<file path="config.mk">
export PLATFORM = sky130hd
export DESIGN_NAME = qam64_symbol_mapper_flat
export DESIGN_NICKNAME = d
export VERILOG_FILES = /design/src/rtl/qam64_symbol_mapper_if.sv /design/src/rtl/qam64_symbol_mapper.sv /design/src/flat_wrapper.sv
export SDC_FILE = /design/constraint.sdc
export NUM_CORES = 1
export LEC_CHECK = 0
export BUFFER_PORTS_ARGS = -buffer_cell sky130_fd_sc_hd__buf_2
export CORE_ASPECT_RATIO = 0.8
export CORE_MARGIN = 2
export CORE_UTILIZATION = 40
export DETAILED_ROUTE_END_ITERATION = 8
export GPL_TIMING_DRIVEN = 0
export PLACE_DENSITY = 0.56
export RECOVER_POWER = 50
export SYNTH_ARGS = -nofsm -noshare
export SYNTH_HDL_FRONTEND = slang
export SYNTH_SLANG_ARGS = --single-unit
</file>
<file path="constraint.sdc">
create_clock -name read_clk -period 4.9 [get_ports read_clk]
set_clock_uncertainty 0.05 [all_clocks]
set_input_delay 0.98 -clock read_clk [delete_from_list [all_inputs] [get_ports read_clk]]
set_output_delay 0.98 -clock read_clk [all_outputs]
set_load 0.02 [all_outputs]
</file>
<file path="src/rtl/qam64_symbol_mapper_if.sv">
// FIFO read port plus symbol valid/ready bus for the 64-QAM symbol mapper.
// master = mapper side, slave = FIFO/downstream side.
interface qam64_symbol_mapper_if #(
  parameter int IQ_WIDTH = 4
);
  logic                       empty;
  logic [7:0]                 data_out;
  logic                       read_enable;
  logic                       sym_ready;
  logic                       sym_valid;
  logic signed [IQ_WIDTH-1:0] sym_i;
  logic signed [IQ_WIDTH-1:0] sym_q;

  modport master (
    input  empty, data_out, sym_ready,
    output read_enable, sym_valid, sym_i, sym_q
  );

  modport slave (
    output empty, data_out, sym_ready,
    input  read_enable, sym_valid, sym_i, sym_q
  );
endinterface

</file>
<file path="src/rtl/qam64_symbol_mapper.sv">
// Regroups FIFO bytes into 6-bit symbols (MSB first) and maps them to signed I/Q levels.
// Define QAM_GRAY_EN for the Gray-coded level map; otherwise level = 2*b - 7.
module qam64_symbol_mapper #(
  parameter int IQ_WIDTH = 4
) (
  input  logic                   read_clk,
  input  logic                   read_reset_n,
  qam64_symbol_mapper_if.master  sym_bus
);

  logic [15:0]                r_bitbuf;
  logic [4:0]                 r_count;
  logic                       r_fetch_pending;
  logic                       r_sym_valid;
  logic signed [IQ_WIDTH-1:0] r_sym_i;
  logic signed [IQ_WIDTH-1:0] r_sym_q;

  logic        w_load;
  logic [4:0]  w_cnt_sh;
  logic [15:0] w_buf_sh;
  logic [5:0]  w_proj;
  logic [15:0] w_byte_al;
  logic [15:0] w_bitbuf_nxt;

  function automatic logic signed [IQ_WIDTH-1:0] map3(input logic [2:0] b);
    logic [2:0] idx;
    logic [3:0] lvl;
`ifdef QAM_GRAY_EN
    idx[2] = b[2];
    idx[1] = b[2] ^ b[1];
    idx[0] = idx[1] ^ b[0];
`else
    idx = b;
`endif
    // 2*idx - 7 in 4-bit two's complement is {~idx[2], idx[1:0], 1}
    lvl = {~idx[2], idx[1:0], 1'b1};
    return {{(IQ_WIDTH-3){lvl[3]}}, lvl[2:0]};
  endfunction

  assign w_load   = (r_count >= 5'd6) && (!r_sym_valid || sym_bus.sym_ready);
  assign w_cnt_sh = r_count - (w_load ? 5'd6 : 5'd0);
  assign w_buf_sh = w_load ? {r_bitbuf[9:0], 6'b0} : r_bitbuf;
  assign w_proj   = {1'b0, w_cnt_sh} + (r_fetch_pending ? 6'd8 : 6'd0);

  // Projected occupancy <= 8 guarantees room for the byte arriving next cycle.
  assign sym_bus.read_enable = !sym_bus.empty && read_reset_n && (w_proj <= 6'd8);

  assign w_byte_al    = {sym_bus.data_out, 8'h00} >> w_cnt_sh;
  assign w_bitbuf_nxt = r_fetch_pending ? (w_buf_sh | w_byte_al) : w_buf_sh;

  always_ff @(posedge read_clk or negedge read_reset_n) begin
    if (!read_reset_n) begin
      r_bitbuf        <= 16'h0000;
      r_count         <= 5'd0;
      r_fetch_pending <= 1'b0;
      r_sym_valid     <= 1'b0;
      r_sym_i         <= '0;
      r_sym_q         <= '0;
    end else begin
      r_bitbuf        <= w_bitbuf_nxt;
      r_count         <= w_proj[4:0];
      r_fetch_pending <= sym_bus.read_enable;
      if (w_load) begin
        r_sym_valid <= 1'b1;
        r_sym_i     <= map3(r_bitbuf[15:13]);
        r_sym_q     <= map3(r_bitbuf[12:10]);
      end else if (sym_bus.sym_ready) begin
        r_sym_valid <= 1'b0;
      end
    end
  end

  assign sym_bus.sym_valid = r_sym_valid;
  assign sym_bus.sym_i     = r_sym_i;
  assign sym_bus.sym_q     = r_sym_q;

endmodule
</file>
<file path="src/flat_wrapper.sv">
// flat-port wrapper written by rule: the top's interface ports become plain ports
module qam64_symbol_mapper_flat 
#(
  parameter int IQ_WIDTH = 4
)
  (read_clk, read_reset_n, sym_bus_empty, sym_bus_data_out, sym_bus_sym_ready, sym_bus_read_enable, sym_bus_sym_valid, sym_bus_sym_i, sym_bus_sym_q);
  qam64_symbol_mapper_if #(.IQ_WIDTH(IQ_WIDTH)) sym_bus_i ();
  input  logic read_clk;
  input  logic read_reset_n;
  input wire logic [$bits(sym_bus_i.empty)-1:0] sym_bus_empty;
  input wire logic [$bits(sym_bus_i.data_out)-1:0] sym_bus_data_out;
  input wire logic [$bits(sym_bus_i.sym_ready)-1:0] sym_bus_sym_ready;
  output wire logic [$bits(sym_bus_i.read_enable)-1:0] sym_bus_read_enable;
  output wire logic [$bits(sym_bus_i.sym_valid)-1:0] sym_bus_sym_valid;
  output wire logic [$bits(sym_bus_i.sym_i)-1:0] sym_bus_sym_i;
  output wire logic [$bits(sym_bus_i.sym_q)-1:0] sym_bus_sym_q;
  assign sym_bus_i.empty = sym_bus_empty;
  assign sym_bus_i.data_out = sym_bus_data_out;
  assign sym_bus_i.sym_ready = sym_bus_sym_ready;
  assign sym_bus_read_enable = sym_bus_i.read_enable;
  assign sym_bus_sym_valid = sym_bus_i.sym_valid;
  assign sym_bus_sym_i = sym_bus_i.sym_i;
  assign sym_bus_sym_q = sym_bus_i.sym_q;
  qam64_symbol_mapper #(.IQ_WIDTH(IQ_WIDTH)) u_core (.read_clk(read_clk), .read_reset_n(read_reset_n), .sym_bus(sym_bus_i));
endmodule
</file>
==> results of run 1 <==
==> through the flow <==
step / hold slack (ns) / util [%] / TNS (ns) / cells
2_1_floorplan: 0.388 / - / 0 / 164
3_3_place_gp: 0.400 / 45.9 / -0.0904 / 240
3_5_place_dp: 0.407 / 45.9 / -0.124 / 240
4_1_cts: 0.420 / 48.2 / 0 / 249
5_1_grt: 0.444 / 49.2 / 0 / 252
6_report: 0.412 / 49.2 / 0 / 252
==> layout make-up <==
type	instances	area (um2)
fillers	381	1920
repair buffers	25	136
flip-flops and latches	29	726
inverters	9	33.8
well taps	55	68.8
clock buffers	8	80.1
plain buffers	10	60.1
multi-input cells	116	753
==> cell families (layout without fill, tap and decap cells) <==
family	count (synthesis)	after routing	share of synthesized area [%]
simple gates	62	62	17.8
compound gates	32	32	13.6
flops	29	29	46.5
buf+inv	19	52	5.62
mux	13	13	8.75
fa+ha+maj	7	7	6.10
xor+xnor	2	2	1.61
==> placed cells by master (no fill, tap or decap), types with 2 or more instances in the layout <==
cell type / Yosys / routed
nor2_1: 16 / 16
mux2i_1: 8 / 8
clkbuf_8: 0 / 5
ha_1: 6 / 6
inv_1: 8 / 8
nor3_1: 2 / 2
buf_4: 2 / 7
a22o_1: 2 / 2
nand2_1: 23 / 23
mux2_2: 5 / 5
a22oi_1: 2 / 2
a31oi_1: 2 / 2
dfrtp_1: 29 / 29
nor2b_1: 2 / 2
nand3_1: 11 / 11
o22ai_1: 6 / 6
buf_2: 6 / 24
nand2b_1: 3 / 3
o31ai_1: 4 / 4
o21ai_0: 9 / 9
clkbuf_1: 1 / 5
==> cell usage after synthesis, types with 2 or more instances <==
cell type  number
dfrtp_1        29
o22ai_1         6
o31ai_1         4
inv_1           8
nor2_1         16
buf_4           2
a22oi_1         2
nand3_1        11
buf_2           6
a31oi_1         2
nor3_1          2
mux2i_1         8
ha_1            6
nor2b_1         2
nand2_1        23
o21ai_0         9
mux2_2          5
nand2b_1        3
a22o_1          2
==> sequential cells by signal, summed over array words and instances (netlist names) <==
signal / cells
u_core.r_count: 4
u_core.sym_bus.sym_i: 3
u_core.sym_bus.sym_valid: 1
u_core.r_bitbuf: 16
u_core.sym_bus.sym_q: 4
u_core.r_fetch_pending: 1
==> worst paths after layout <==
kind                                          startpoint                                   to  slack, ns  depth (start not counted)
max                                    sym_bus_sym_ready                  sym_bus_read_enable       0.25                         18
min                        u_core.r_bitbuf[12]$_DFF_PN0_  u_core.sym_bus.sym_q[3]$_DFFE_PN0P_       0.41                          1
max reg2reg                  u_core.r_count[2]$_DFF_PN0_         u_core.r_bitbuf[6]$_DFF_PN0_       1.68                         14
min reg2reg                u_core.r_bitbuf[12]$_DFF_PN0_  u_core.sym_bus.sym_q[3]$_DFFE_PN0P_       0.41                          1
max in group asynchronous                   read_reset_n        u_core.r_bitbuf[14]$_DFF_PN0_       2.87                          1
min in group asynchronous                   read_reset_n  u_core.sym_bus.sym_q[0]$_DFFE_PN0P_       1.02                          1
==> per-layer routing <==
metal  share of wire (%)  wire [um]  track usage (%)  up-vias
met4                 1.9         67             8.05        0
met2                  44       1520             25.8       43
met5                   0          0                0        -
li1                    -          -                -      634
met3                 4.8        166             4.72        7
met1                  50       1720             25.0      583
==> timing repair <==
action	CTS	global route
gates resized for setup	1	4
setup buffers	1	3
setup endpoints to repair	1	1
pin swaps	0	1
hold buffers	0	0
==> worst max-delay path: cells and delay by family <==
| kind | cells | cell delay, ns |
|---|---|---|
| buf+inv | 9 | 0.89 |
| xor+xnor | 1 | 0.19 |
| simple gates | 2 | 0.33 |
| fa+ha+maj | 4 | 0.94 |
| compound gates | 2 | 0.27 |
==> impl_metrics.py, run 1 <==
metrics = {
    "yosys": {
        "netlist.area_leader.share_pct": 46.5,
        "synth_flop_cell": "dfrtp_1",
        "synth_edf_count": 0,
        "syn_area_um2": 1560,
        "ys_types": 37,
        "async_reset_ff_share_pct": 100,
        "ys_seq_elements": 29,
        "ys_top_cells_by_area": "dfrtp_1 47%, nand2_1 5.5%, mux2i_1 5.1%",
        "ys_seq_area_share_pct": 46.5,
        "syn_inst": 164,
        "yosys_warnings": 0,
        "syn_nets": 183,
        "syn_area_per_cell_um2": 9.51,
        "yosys.area.top_type": "dfrtp_1",
    },
    "route": {
        "drc": 0,
        "first_iter_violations": 62,
        "detail-route-antenna-nets": 0,
        "num_vias": 1267,
        "first_pass_iters": 4,
        "routed_wl_mm": 3.48,
        "wl_per_cell_um": 13.8,
        "via_per_inst": 5.03,
    },
    "floorplan": {
        "initial_core_util_pct": 41.3,
        "die_h_um": 59.8,
        "die-area_um2": 4420,
        "core_area_um2": 3780,
        "num_rows": 20,
        "die-width_um": 73.8,
        "ioPinCount": 22,
    },
    "worst_setup_path": {
        "worstPathCellList": "buf_2, inv_1, a21o_1, buf_4, inv_1, buf_6, ha_1, inv_1, fa_2, xor2_2, inv_2, ha_1, inv_1, ha_1, nor2_1, a32oi_1, nor3b_2, buf_4",
        "crit_top_cell": "inv_1",
        "cp-start-kind": "primary input",
        "worstPathRequired_ns": 3.87,
        "crit_type": "in2out",
        "crit_fanout": 10,
        "worstPathArrival_ns": 3.62,
        "cp_slowest_cell": "fa_2",
        "end_kind": "primary output",
        "crit_path_max_incr_delay_ns": 0.35,
    },
    "placed_design": {
        "post-dp-hpwl_mm": 2.56,
        "gp_congestion": 0.857,
        "place_ws_ns": -0.124,
        "portBuffers": 21,
        "post_dp_cell_area_um2": 1730,
    },
    "global_route": {
        "gr-usage-all-layers_pct": 17.8,
        "grt_pass1_vias": 1202,
        "overflow": 0,
        "grt_pass1_wl_mm": 5.73,
        "grt_start_max_net_pins": 31,
        "antenna_found_initial": 0,
    },
    "timing": {
        "period_minus_slack_ns": 4.65,
        "fin_ws_ns": 0.250,
        "setup_violations": 0,
        "hold_violations": 0,
        "relSlewSlack_pct": -2.83,
        "clock.fmax_mhz": 215,
        "tightest_slew_ns": 1.54,
        "grt_setup_unrepaired": "false",
        "min_period_over_period_pct": 94.9,
        "final_max_slew_viol_count": 31,
    },
    "clock_tree": {
        "cts_tree": "built",
        "cts_buffer_depth": 2,
        "h-tree-depth": 2,
        "clk_pin_slew_ns": 0.06,
        "clk-insertion-delay-late_ns": 0.27,
        "cts_buffers": 5,
        "cts.sinks": 29,
        "cts-root-buf": "clkbuf_8",
    },
    "final_layout": {
        "drive_above_1_share_pct": 24.4,
        "finalNetCount": 215,
        "syn_to_final_growth_pct": 19.2,
        "postLayoutCellArea_um2": 1860,
        "diodes": 0,
    },
    "outcome": {
        "status": "finished with violations",
        "violations": "capacitance limit, slew limit",
    },
    "job": {
        "cap_violations": 1,
    },
    "worst_hold_path": {
        "hold_class": "reg2reg",
    },
}
Power of run 1 is left out: the tool's default activity adds up to more than one toggle a clock period on the data nets, which glitch-free logic cannot reach.
==> run 2: changes to the inputs <==
--- a/config.mk
+++ b/config.mk
@@ -11,7 +11,6 @@
 export CORE_UTILIZATION = 40
 export DETAILED_ROUTE_END_ITERATION = 8
 export GPL_TIMING_DRIVEN = 0
-export PLACE_DENSITY = 0.56
 export RECOVER_POWER = 50
 export SYNTH_ARGS = -nofsm -noshare
 export SYNTH_HDL_FRONTEND = slang
==> impl_metrics.py, run 2 (synthesis results as in run 1) <==
metrics = {
    "floorplan": {
        "initial_core_util_pct": 41.3,
        "die-area_um2": 4420,
        "ioPinCount": 22,
        "die_h_um": 59.8,
        "core_area_um2": 3780,
        "die-width_um": 73.8,
        "num_rows": 20,
    },
    "route": {
        "wl_per_cell_um": 15.0,
        "detail-route-antenna-nets": 0,
        "first_pass_iters": 4,
        "via_per_inst": 5.37,
        "routed_wl_mm": 3.80,
        "num_vias": 1359,
        "drc": 0,
        "first_iter_violations": 105,
    },
    "outcome": {
        "status": "finished with violations",
        "violations": "capacitance limit, slew limit",
    },
    "global_route": {
        "grt_start_max_net_pins": 31,
        "antenna_found_initial": 0,
        "grt_pass1_wl_mm": 6.17,
        "gr-usage-all-layers_pct": 19.0,
        "grt_pass1_vias": 1312,
        "overflow": 0,
    },
    "worst_setup_path": {
        "crit_fanout": 9,
        "worstPathArrival_ns": 3.64,
        "worst-path-stages": 18,
        "crit_top_cell": "inv_1",
        "cp-start-kind": "primary input",
        "cp_slowest_cell": "fa_2",
        "crit_buf_inv": 9,
        "crit_type": "in2out",
        "end_kind": "primary output",
        "crit_path_max_incr_delay_ns": 0.35,
        "worstPathRequired_ns": 3.87,
        "worstPathCellList": "buf_2, inv_1, a21o_1, buf_4, inv_1, buf_6, ha_1, inv_1, fa_2, xor2_2, inv_2, ha_2, inv_1, ha_1, nor2_1, a32oi_1, nor3b_2, buf_4",
        "path_delay_family": "adder cells",
        "r2r_cells": 14,
    },
    "clock_tree": {
        "clk-insertion-delay-late_ns": 0.28,
        "h-tree-depth": 2,
        "cts_tree": "built",
        "cts-root-buf": "clkbuf_8",
        "clk_pin_slew_ns": 0.06,
        "cts_buffer_depth": 2,
        "cts_buffers": 5,
        "cts.sinks": 29,
    },
    "worst_hold_path": {
        "holdPathStages": 2,
        "hold_class": "reg2reg",
    },
    "final_layout": {
        "layout_common_cells": "29 x dfrtp_1, 24 x buf_2, 23 x nand2_1",
        "fillers": 356,
        "finalNetCount": 216,
        "largest_reg_flops": 16,
        "final_common_cell": "dfrtp_1",
        "syn_to_final_growth_pct": 19.7,
        "drive_above_1_share_pct": 25.8,
        "top_register": "u_core.r_bitbuf",
        "diodes": 0,
    },
    "timing": {
        "setup_violations": 0,
        "min_period_over_period_pct": 95.3,
        "tightest_slew_ns": 1.55,
        "clock.fmax_mhz": 214,
        "grt_setup_unrepaired": "false",
        "relSlewSlack_pct": -3.62,
        "setup_tns_ns": 0,
        "final_max_slew_viol_count": 31,
        "period_minus_slack_ns": 4.67,
        "hold_violations": 0,
    },
    "placed_design": {
        "gp_congestion": 0.881,
        "post-dp-hpwl_mm": 2.57,
        "portBuffers": 21,
    },
    "job": {
        "cap_violations": 1,
    },
}
==> run 2: per-layer routing <==
layer	GRT usage, %	vias to the layer above	routed length (um)
met5	0	-	0
met4	6.75	0	81
met3	6.91	12	311
met2	30.5	68	1760
met1	23.7	648	1650
li1	-	631	-
==> run 2: layout make-up <==
type	count	area, um2	share of cell area, %
Multi-Input combinational cell	116	756	40.5
Sequential cell	29	726	38.9
Timing Repair Buffer	26	140	7.51
Clock buffer	6	72.6	3.89
Tap cell	55	68.8	3.69
Buffer	10	60.1	3.22
Inverter	9	33.8	1.81
Clock inverter	2	10.0	0.536
==> run 2: worst min-delay path: stages (launching register included) <==
cell     delay [ns]
dfrtp_1        0.34
nand2_1        0.05
nand2_1        0.05
==> run 2: timing repair <==
item                                    in CTS  in global routing
resized for setup                            1                  5
hold buffers                                 0                  0
endpoints found under the setup margin       1                  1
setup buffers                                1                  4
cloned                                       0                  0
pin swaps                                    0                  1
==> run 2: path summary, 6_finish.rpt <==
kind | startpoint | to | slack (ns)
setup reg to reg | u_core.r_count[2]$_DFF_PN0_ | u_core.r_bitbuf[6]$_DFF_PN0_ | 1.71
max in group asynchronous | read_reset_n | u_core.r_bitbuf[4]$_DFF_PN0_ | 2.87
hold reg to reg | u_core.r_bitbuf[10]$_DFF_PN0_ | u_core.sym_bus.sym_q[1]$_DFFE_PN0P_ | 0.41
min in group asynchronous | read_reset_n | u_core.sym_bus.sym_i[3]$_DFFE_PN0P_ | 1.02
hold / removal | u_core.r_bitbuf[10]$_DFF_PN0_ | u_core.sym_bus.sym_q[1]$_DFFE_PN0P_ | 0.41
setup / recovery | sym_bus_sym_ready | sym_bus_read_enable | 0.23
==> run 2: through the flow <==
step,hold WS [ns],util (%),instances,setup slack [ns],cell area [um2]
final,0.414,49.4,253,0.229,1870
after global routing,0.443,49.4,253,0.0339,1870
after CTS,0.416,48.3,249,0.00251,1830
after detailed placement,0.400,45.9,240,-0.127,1730
after global placement,0.400,45.9,240,-0.0609,1730
after floorplan,0.388,-,164,0.152,1560
Power of run 2 is left out for the same reason.
==> run 3: changes to the inputs <==
==> constraint.sdc (replaced) <==
create_clock -name read_clk -period 4.9 [get_ports read_clk]
set_clock_uncertainty 0.05 [all_clocks]
set_input_delay 0.735 -clock read_clk [delete_from_list [all_inputs] [get_ports read_clk]]
set_output_delay 0.735 -clock read_clk [all_outputs]
set_load 0.02 [all_outputs]
==> impl_metrics.py, run 3 (synthesis results as in run 1) <==
metrics = {
    "outcome": {
        "status": "finished with violations",
        "violations": "capacitance limit, slew limit",
    },
    "clock_tree": {
        "cts_buffers": 5,
        "cts_buffer_depth": 2,
        "post_cts_resize_count": 0,
        "cts_hold_buf": 0,
        "clk-insertion-delay-late_ns": 0.28,
        "cts_tree": "built",
        "cts-root-buf": "clkbuf_8",
        "h-tree-depth": 2,
        "clk_pin_slew_ns": 0.06,
        "cts_setup_buffers": 0,
        "cts.sinks": 29,
    },
    "worst_hold_path": {
        "min_from": "u_core.r_bitbuf[10]$_DFF_PN0_",
        "hold_path_end": "u_core.sym_bus.sym_q[1]$_DFFE_PN0P_",
        "holdPathStages": 2,
        "hold_class": "reg2reg",
    },
    "final_layout": {
        "syn_to_final_growth_pct": 16.1,
        "finalNetCount": 211,
        "diodes": 0,
        "largest_reg_flops": 16,
        "layout_common_cells": "29 x dfrtp_1, 23 x buf_2, 23 x nand2_1",
        "final_common_cell": "dfrtp_1",
        "top_register": "u_core.r_bitbuf",
        "drive_above_1_share_pct": 21.2,
        "fillers": 364,
        "stdcell_count": 248,
    },
    "worst_setup_path": {
        "worstPathRequired_ns": 4.12,
        "end_kind": "primary output",
        "r2r_cells": 16,
        "cp-start-kind": "primary input",
        "r2r_start": "u_core.r_count[2]$_DFF_PN0_",
        "rr_endpoint": "u_core.r_fetch_pending$_DFF_PN0_",
        "worstPathArrival_ns": 3.75,
        "reg2reg_slack_ns": 1.55,
        "crit_fanout": 10,
        "crit_type": "in2out",
    },
    "floorplan": {
        "num_rows": 20,
        "initial_core_util_pct": 41.3,
        "ioPinCount": 22,
        "die-area_um2": 4420,
        "die_h_um": 59.8,
        "core_area_um2": 3780,
        "die-width_um": 73.8,
    },
    "timing": {
        "min_period_over_period_pct": 92.6,
        "tightest_slew_ns": 1.57,
        "hold_violations": 0,
        "grt_setup_unrepaired": "false",
        "setup_violations": 0,
        "relSlewSlack_pct": -4.49,
        "period_minus_slack_ns": 4.54,
        "setup_tns_ns": 0,
        "clock.fmax_mhz": 220,
        "final_max_slew_viol_count": 31,
    },
    "route": {
        "via_per_inst": 5.30,
        "first_pass_iters": 4,
        "routed_wl_mm": 3.64,
        "first_iter_violations": 91,
        "detail-route-antenna-nets": 0,
        "wl_per_cell_um": 14.7,
        "num_vias": 1314,
        "drc": 0,
    },
    "job": {
        "cap_violations": 1,
    },
    "global_route": {
        "antenna_found_initial": 0,
        "grt_start_max_net_pins": 31,
        "grt_pass1_wl_mm": 6.16,
        "grt_pass1_vias": 1308,
        "overflow": 0,
        "gr-usage-all-layers_pct": 19.0,
    },
    "placed_design": {
        "post-dp-hpwl_mm": 2.57,
        "place_inst": 240,
        "portBuffers": 21,
        "gp_congestion": 0.881,
    },
}
==> run 3: worst max path at each step <==
stage / to / depth (start not counted) / start / slack, ns
2_1_floorplan: sym_bus_read_enable / 16 / sym_bus_sym_ready / 0.64
3_3_place_gp: sym_bus_read_enable / 18 / sym_bus_sym_ready / 0.43
3_5_place_dp: sym_bus_read_enable / 18 / sym_bus_sym_ready / 0.36
4_1_cts: sym_bus_read_enable / 18 / sym_bus_sym_ready / 0.34
5_1_grt: sym_bus_read_enable / 17 / u_core.r_count[2]$_DFF_PN0_ / 0.04
6_report: sym_bus_read_enable / 18 / sym_bus_sym_ready / 0.36
==> run 3: cell type report <==
class	count	area (um2)	area share [%]
multi-input combinational	116	746	41.2
buffer	10	53.8	2.97
clock buffer	6	72.6	4.01
inverter	9	33.8	1.87
timing repair buffer	21	100	5.53
clock inverter	2	10.0	0.553
sequential	29	726	40.1
tap	55	68.8	3.80
==> run 3: per-stage QoR <==
stage | util, % | setup WS, ns | hold slack [ns] | cell area, um2
after floorplan | - | 0.642 | 0.388 | 1560
after global placement | 45.9 | 0.429 | 0.400 | 1730
after detailed placement | 45.9 | 0.363 | 0.400 | 1730
after CTS | 48.0 | 0.344 | 0.416 | 1820
after global routing | 47.9 | 0.0408 | 0.443 | 1810
final | 47.9 | 0.363 | 0.413 | 1810
==> run 3: routing by layer <==
layer	vias up	track usage (%)	wire length (um)
met5	-	0	0
met4	0	6.49	35
met3	5	7.25	225
met2	46	30.4	1700
met1	642	23.6	1680
li1	621	-	-
==> run 3: worst max-delay path, stage by stage <==
cell and delay [ns]:
buf_2 0.08, inv_1 0.03, a21o_1 0.16, buf_4 0.17, inv_1 0.07, buf_2 0.24
ha_1 0.21, inv_1 0.06, fa_1 0.40, xor2_2 0.26, inv_2 0.12, ha_1 0.22
inv_1 0.08, ha_1 0.24, nor2_1 0.12, a32oi_1 0.10, nor3b_1 0.24, buf_2 0.21
Power of run 3 is left out for the same reason.
